## src/rtl/multicycle_controller.sv

```systemverilog
// multicycle_controller: multicycle sequencing controller for the LEGv8 datapath.
// Latches each fetched instruction into ir, then walks FETCH/DECODE/EXEC/MEM/WB.
// B, CBZ and CBNZ take 3 cycles. ADD, SUB, AND, ORR and STUR take 4. LDUR takes 5.
// Optional feature: define MC_CTRL_MEM_WAIT_EN to make FETCH and MEM wait for mem_ready.

`ifndef INSTR_LEN
`define INSTR_LEN 32
`endif
`ifndef WORD
`define WORD 64
`endif

module multicycle_controller (
    input  logic                  clk,
    input  logic                  rst_n,
    input  logic                  run,
    input  logic [`INSTR_LEN-1:0] instruction,
    input  logic                  zero,
    input  logic                  mem_ready,
    output logic [`INSTR_LEN-1:0] ir,
    output logic                  ir_load,
    output logic                  pc_write,
    output logic                  reg_write,
    output logic                  mem_read,
    output logic                  mem_write,
    output logic                  mem_to_reg,
    output logic                  alu_src,
    output logic                  pc_src,
    output logic [3:0]            alu_op,
    output logic                  instr_done,
    output logic                  illegal,
    output logic [`WORD-1:0]      retired
);

    typedef enum logic [2:0] {
        S_IDLE, S_FETCH, S_DECODE, S_EXEC, S_MEM, S_WB, S_TRAP
    } state_t;

    typedef enum logic [3:0] {
        OP_LDUR, OP_STUR, OP_ADD, OP_SUB, OP_AND, OP_ORR,
        OP_CBZ, OP_CBNZ, OP_B, OP_ILL
    } op_t;

    localparam logic [10:0] OPC_LDUR = 11'b11111000010;
    localparam logic [10:0] OPC_STUR = 11'b11111000000;
    localparam logic [10:0] OPC_ADD  = 11'b10001011000;
    localparam logic [10:0] OPC_SUB  = 11'b11001011000;
    localparam logic [10:0] OPC_AND  = 11'b10001010000;
    localparam logic [10:0] OPC_ORR  = 11'b10101010000;
    localparam logic [7:0]  OPC_CBZ  = 8'b10110100;
    localparam logic [7:0]  OPC_CBNZ = 8'b10110101;
    localparam logic [5:0]  OPC_B    = 6'b000101;

    localparam logic [3:0] ALU_ADD   = 4'b0010;
    localparam logic [3:0] ALU_SUB   = 4'b0110;
    localparam logic [3:0] ALU_AND   = 4'b0000;
    localparam logic [3:0] ALU_OR    = 4'b0001;
    localparam logic [3:0] ALU_PASSB = 4'b0111;

    state_t state, state_next;
    op_t    op;
    logic   mem_ok;
    logic   done;

`ifdef MC_CTRL_MEM_WAIT_EN
    // Memory accesses complete only on the cycle the memory reports ready.
    assign mem_ok = mem_ready;
`else
    // Without the wait option, memory always answers in one cycle.
    logic mem_ready_unused;
    assign mem_ready_unused = mem_ready;
    assign mem_ok           = 1'b1;
`endif

    // Classify the latched instruction by its opcode field; wider fields are tried first.
    always_comb begin
        op = OP_ILL;
        case (ir[31:21])
            OPC_LDUR: op = OP_LDUR;
            OPC_STUR: op = OP_STUR;
            OPC_ADD:  op = OP_ADD;
            OPC_SUB:  op = OP_SUB;
            OPC_AND:  op = OP_AND;
            OPC_ORR:  op = OP_ORR;
            default: begin
                if (ir[31:24] == OPC_CBZ)       op = OP_CBZ;
                else if (ir[31:24] == OPC_CBNZ) op = OP_CBNZ;
                else if (ir[31:26] == OPC_B)    op = OP_B;
            end
        endcase
    end

    // Next-state and Moore strobe decode from state, ir and zero.
    always_comb begin
        // NOTE: every output gets a default first so no path through the case infers a latch.
        state_next = state;
        done       = 1'b0;
        ir_load    = 1'b0;
        pc_write   = 1'b0;
        reg_write  = 1'b0;
        mem_read   = 1'b0;
        mem_write  = 1'b0;
        mem_to_reg = 1'b0;
        alu_src    = 1'b0;
        pc_src     = 1'b0;
        alu_op     = ALU_AND;

        case (state)
            S_IDLE: begin
                if (run) state_next = S_FETCH;
            end
            S_FETCH: begin
                // Strobes stay asserted while waiting; ir only captures on the ready cycle.
                mem_read = 1'b1;
                ir_load  = 1'b1;
                pc_write = 1'b1;
                if (mem_ok) state_next = S_DECODE;
            end
            S_DECODE: begin
                state_next = (op == OP_ILL) ? S_TRAP : S_EXEC;
            end
            S_EXEC: begin
                case (op)
                    OP_LDUR, OP_STUR: begin
                        alu_src    = 1'b1;
                        alu_op     = ALU_ADD;
                        state_next = S_MEM;
                    end
                    OP_ADD: begin alu_op = ALU_ADD; state_next = S_WB; end
                    OP_SUB: begin alu_op = ALU_SUB; state_next = S_WB; end
                    OP_AND: begin alu_op = ALU_AND; state_next = S_WB; end
                    OP_ORR: begin alu_op = ALU_OR;  state_next = S_WB; end
                    OP_CBZ: begin
                        alu_op   = ALU_PASSB;
                        pc_write = zero;
                        pc_src   = zero;
                        done     = 1'b1;
                    end
                    OP_CBNZ: begin
                        alu_op   = ALU_PASSB;
                        pc_write = ~zero;
                        pc_src   = ~zero;
                        done     = 1'b1;
                    end
                    OP_B: begin
                        pc_write = 1'b1;
                        pc_src   = 1'b1;
                        done     = 1'b1;
                    end
                    default: state_next = S_TRAP;
                endcase
            end
            S_MEM: begin
                if (op == OP_LDUR) begin
                    mem_read = 1'b1;
                    if (mem_ok) state_next = S_WB;
                end else begin
                    mem_write = 1'b1;
                    done      = mem_ok;
                end
            end
            S_WB: begin
                reg_write  = 1'b1;
                mem_to_reg = (op == OP_LDUR);
                done       = 1'b1;
            end
            S_TRAP: begin
                state_next = S_TRAP;
            end
            default: state_next = S_IDLE;
        endcase

        // run is only looked at on the retiring cycle, so dropping it never aborts an instruction.
        if (done) state_next = run ? S_FETCH : S_IDLE;
    end

    assign instr_done = done;

    // State, instruction register, retire counter and sticky illegal flag.
    always_ff @(posedge clk or negedge rst_n) begin
        if (!rst_n) begin
            state   <= S_IDLE;
            ir      <= '0;
            retired <= '0;
            illegal <= 1'b0;
        end else begin
            // NOTE: non-blocking assignments keep every register update on the same edge-sampled values.
            state <= state_next;
            if (state == S_FETCH && mem_ok) ir <= instruction;
            if (done) retired <= retired + {{(`WORD-1){1'b0}}, 1'b1};
            if (state == S_DECODE && op == OP_ILL) illegal <= 1'b1;
        end
    end

endmodule
```

## config.mk

```make
export PLATFORM = sky130hd
export DESIGN_NAME = multicycle_controller
export DESIGN_NICKNAME = d
export VERILOG_FILES = /design/src/rtl/multicycle_controller.sv
export SDC_FILE = /design/constraint.sdc
export NUM_CORES = 1
export LEC_CHECK = 0
export BUFFER_PORTS_ARGS = -buffer_cell sky130_fd_sc_hd__buf_4
export CAP_MARGIN = 20
export CELL_PAD_IN_SITES_DETAIL_PLACEMENT = 1
export CELL_PAD_IN_SITES_GLOBAL_PLACEMENT = 1
export CORE_MARGIN = 4
export CORE_UTILIZATION = 35
export CTS_CLUSTER_DIAMETER = 40
export CTS_CLUSTER_SIZE = 28
export DETAILED_ROUTE_END_ITERATION = 10
export GPL_ROUTABILITY_DRIVEN = 0
export HOLD_SLACK_MARGIN = 0.08
export PLACE_DENSITY_LB_ADDON = 0.3
export SYNTH_ARGS = -nofsm -noshare
export SYNTH_HDL_FRONTEND = slang
export SYNTH_SLANG_ARGS = --single-unit
```

## constraint.sdc

```tcl
create_clock -name clk -period 5.4 [get_ports clk]
set_input_delay 0.27 -clock clk [delete_from_list [all_inputs] [get_ports clk]]
set_output_delay 0.27 -clock clk [all_outputs]
set_load 0.02 [all_outputs]
```

==> insert_results.sql <==
INSERT INTO impl_metrics (metric_group, metric, value, unit) VALUES
('synth', 'synthTopCellsByArea', 'sky130_fd_sc_hd__dfrtp_1 53%, sky130_fd_sc_hd__xor2_1 8.0%, sky130_fd_sc_hd__mux2_2 7.9%, sky130_fd_sc_hd__xnor2_1 3.9%, sky130_fd_sc_hd__nor4_1 3.5%', ''),
('sta', 'grt_setup_unrepaired', 'no', ''),
('power', 'fin_total_pwr', '2.63', 'mW'),
('routing', 'drtPass1Iterations', '4', ''),
('global_routing', 'grt_util_all_layers', '16.6', '%'),
('critical_path', 'r2r_start', 'ir[24]$_DFFE_PN0P_', ''),
('sta', 'slew_headroom', '35.3', '%'),
('critical_path', 'crit_path_start_kind', 'flop', ''),
('routing', 'wl_per_cell', '16.9', 'um'),
('synth', 'post_synth_xor_area_fraction', '11.9', '%'),
('clock_network', 'insertion_delay', '0.34', 'ns'),
('synth', 'async_reset_ff_share', '100', '%'),
('synth', 'ys.flop_type', 'sky130_fd_sc_hd__dfrtp_1', ''),
('synth', 'combinational_family_with_the_most_area_after_synthesis', 'simple AND/OR/NAND/NOR gates', ''),
('finish', 'area_growth_syn_to_layout', '33.4', '%'),
('power', 'cellPowerDensity', '420', 'mW/mm2'),
('floorplan', 'core_region_area', '0.0132', 'mm2'),
('global_routing', 'grt_pass1_wl', '20.0', 'mm'),
('sta', 'fin_worst_skew', '0.00679', 'ns'),
('synth', 'syn_avg_cell_area', '11.3', 'um2'),
('floorplan', 'die_area', '0.0153', 'mm2'),
('routing', 'postRouteAntennaNets', '0', ''),
('clock_network', 'number_of_h_tree_levels', '3', ''),
('sta', 'hold_viol', '0', ''),
('synth', 'synth_fa_ha_area_share', '0.266', '%'),
('critical_path', 'crit_arrival', '2.95', 'ns'),
('synth', 'cell_type_with_the_highest_aggregate_area_in_the_netlist', 'sky130_fd_sc_hd__dfrtp_1', ''),
('finish', 'fin_area', '0.00627', 'mm2'),
('floorplan', 'die_height', '124', 'um'),
('routing', 'post_drt_via_cell_ratio', '5.09', ''),
('run', 'drv.max_cap_violation_count', '0', ''),
('clock_network', 'numCtsBuffers', '9', ''),
('routing', 'initialDrtViolationCount', '125', ''),
('critical_path', 'timing.setup.critical_path_class', 'flop to output port', ''),
('critical_path', 'crit_path_max_incr_delay', '0.83', 'ns'),
('power', 'ir_drop_worst_vdd', '0.000313', 'V'),
('critical_path', 'crit-reg2reg-capture', 'retired[45]$_DFFE_PN0P_', ''),
('sta', 'tightest_slew', '0.969', 'ns'),
('global_routing', 'grt_pass1_vias', '3860', ''),
('sta', 'tns', '0', 'ns'),
('floorplan', 'std_cell_rows', '42', ''),
('routing', 'vias', '3762', ''),
('sta', 'final_max_slew_viol_count', '0', ''),
('critical_path', 'critical_path_peak_fanout', '15', ''),
('synth', 'synth.area.mux_share', '7.91', '%'),
('global_routing', 'grt_antenna_before_repair', '0', ''),
('clock_network', 'cts-root-buf', 'sky130_fd_sc_hd__clkbuf_16', ''),
('outcome', 'status', 'finished clean', ''),
('sta', 'final_min_period_over_clock_period', '59.7', '%'),
('sta', 'number_of_setup_violations_in_the_final_report', '0', ''),
('synth', 'synthesis.instances', '415', ''),
('global_routing', 'aggregate_global_routing_overflow', '0', ''),
('placed_design', 'detailed_placement_hpwl', '9.05', 'mm'),
('finish', 'antenna-diode-count', '0', ''),
('critical_path', 'crit_slowest_cell', 'sky130_fd_sc_hd__nor3_2', ''),
('global_routing', 'grt_max_degree', '80', ''),
('clock_network', 'clock_tree.buffer_depth', '2', ''),
('clock_network', 'postCtsResizedCells', '0', ''),
('floorplan', 'fp.dieW', '124', 'um'),
('placed_design', 'numPortBuffers', '144', ''),
('synth', 'synth-warning-count', '0', ''),
('critical_path', 'r2r_cell_count', '5', ''),
('critical_path', 'rrSetupSlack', '2.50', 'ns'),
('finish', 'drive_above_1_share', '36.6', '%'),
('critical_path', 'crit_path_cell_trace', 'or4b_1, o311a_1, nor3_2, inv_1, buf_4', ''),
('synth', 'compound_gate_portion_of_the_synthesized_area', '4.69', '%'),
('synth', 'synth-edff-count', '0', ''),
('floorplan', 'floorplan.io_pins', '147', ''),
('synth', 'synth_sequential_area_ratio', '53.2', '%'),
('critical_path', 'worst_setup_path_startpoint', 'ir[24]$_DFFE_PN0P_', ''),
('clock_network', 'clkSlewWorstSetupHoldPaths', '0.07', 'ns');
## worst min path at each step
stage                              end  slack [ns]             from  cells after the start
2_1_floorplan      illegal$_DFFE_PN0P_       -0.03            rst_n                      0
3_3_place_gp   retired[46]$_DFFE_PN0P_        0.17            rst_n                      1
3_5_place_dp   retired[46]$_DFFE_PN0P_        0.18            rst_n                      1
4_1_cts             ir[10]$_DFFE_PN0P_        0.14  instruction[10]                      2
5_1_grt             ir[28]$_DFFE_PN0P_        0.14  instruction[28]                      2
6_report            ir[10]$_DFFE_PN0P_        0.16  instruction[10]                      2
## final cells by class
cell class              count  area [um2]  share of cell area, %
repair buffers            148        1130                   18.1
flip-flops and latches    100        2500                   39.9
multi-input cells         287        2060                   32.9
well taps                 176         220                   3.51
clock inverters             4        47.5                  0.758
inverters                  12        45.0                  0.719
clock buffers              12         256                   4.09
## placed cells by master (no fill, tap or decap), drive strengths merged, types with 2 or more instances in the layout
| master | count |
|---|---|
| dfrtp | 100 |
| buf | 147 |
| nand3 | 15 |
| nand2 | 32 |
| or3 | 2 |
| nand3b | 3 |
| nor4 | 27 |
| xnor2 | 21 |
| o21ai | 3 |
| xor2 | 43 |
| or2 | 3 |
| o311ai | 2 |
| mux2 | 33 |
| a21o | 2 |
| and4 | 3 |
| nor4bb | 2 |
| inv | 12 |
| clkinv | 2 |
| nor2 | 24 |
| a21oi | 8 |
| clkbuf | 12 |
| nor4b | 3 |
| and3 | 4 |
| nor2b | 2 |
| nand2b | 3 |
| nor3 | 21 |
| nand4 | 14 |
## state kept, by name (all words and copies together) (netlist names)
signal   cells
ir          32
state        3
illegal      1
retired     64
## logic make-up after synthesis
family	after synthesis
adders and majority gates	1
and+or+nand+nor	164
AOI/OAI and AO/OA	24
xor gates and xnor gates	64
buffers and inverters	28
DFF	100
other	1
muxes	33
## worst max-delay path, delay by kind of cell, from the launching register on
kind	cells	cell delay [ns]
buffers and inverters	2	0.29
AO/OA/AOI/OAI	1	0.45
flip-flops	1	0.45
AND/OR/NAND/NOR	2	1.41
## power by group
group	switching, mW	leakage, nW	internal (mW)
Combinational	0.471	1.51	0.426
Clock	0.277	0.149	0.383
Sequential	0.168	1.31	0.905
## cells in the mapped netlist, drive strengths merged, types with 2 or more instances
cell type,number
inv,12
mux2,33
a21o,2
o311ai,2
nor3,21
nor2,24
nand3,15
nand2b,3
a21oi,8
and4,3
buf,8
dfrtp,100
nand2,32
xnor2,21
and3,4
nor2b,2
nand3b,3
nor4bb,2
nor4,27
or3,2
o21ai,3
nor4b,3
nand4,14
clkbuf,8
xor2,43
or2,3
## layer usage
layer  vias to the layer above  GRT usage, %  routed length (um)  share of wire (%)
met5                         -             0                   0                  0
met4                         0          5.40                 148                1.2
met3                        11          5.59                 935                7.5
met2                       101          26.4                6000                 48
met1                      1893          21.4                5390                 43
li1                       1757             -                   -                  -
## what timing repair did
item	in CTS	in global routing
setup endpoints to repair	0	0
hold endpoints to repair	21	0
hold buffers	1	0
## through the flow
stage	hold WS [ns]	utilization [%]	setup WS [ns]	instances
4_1_cts	0.140	47.3	2.11	738
3_3_place_gp	0.172	44.9	2.52	721
6_report	0.158	47.5	2.18	739
3_5_place_dp	0.177	44.9	2.49	721
5_1_grt	0.139	47.5	2.03	739
2_1_floorplan	-0.0256	-	2.93	415
Power figures use the tool's default switching activity.
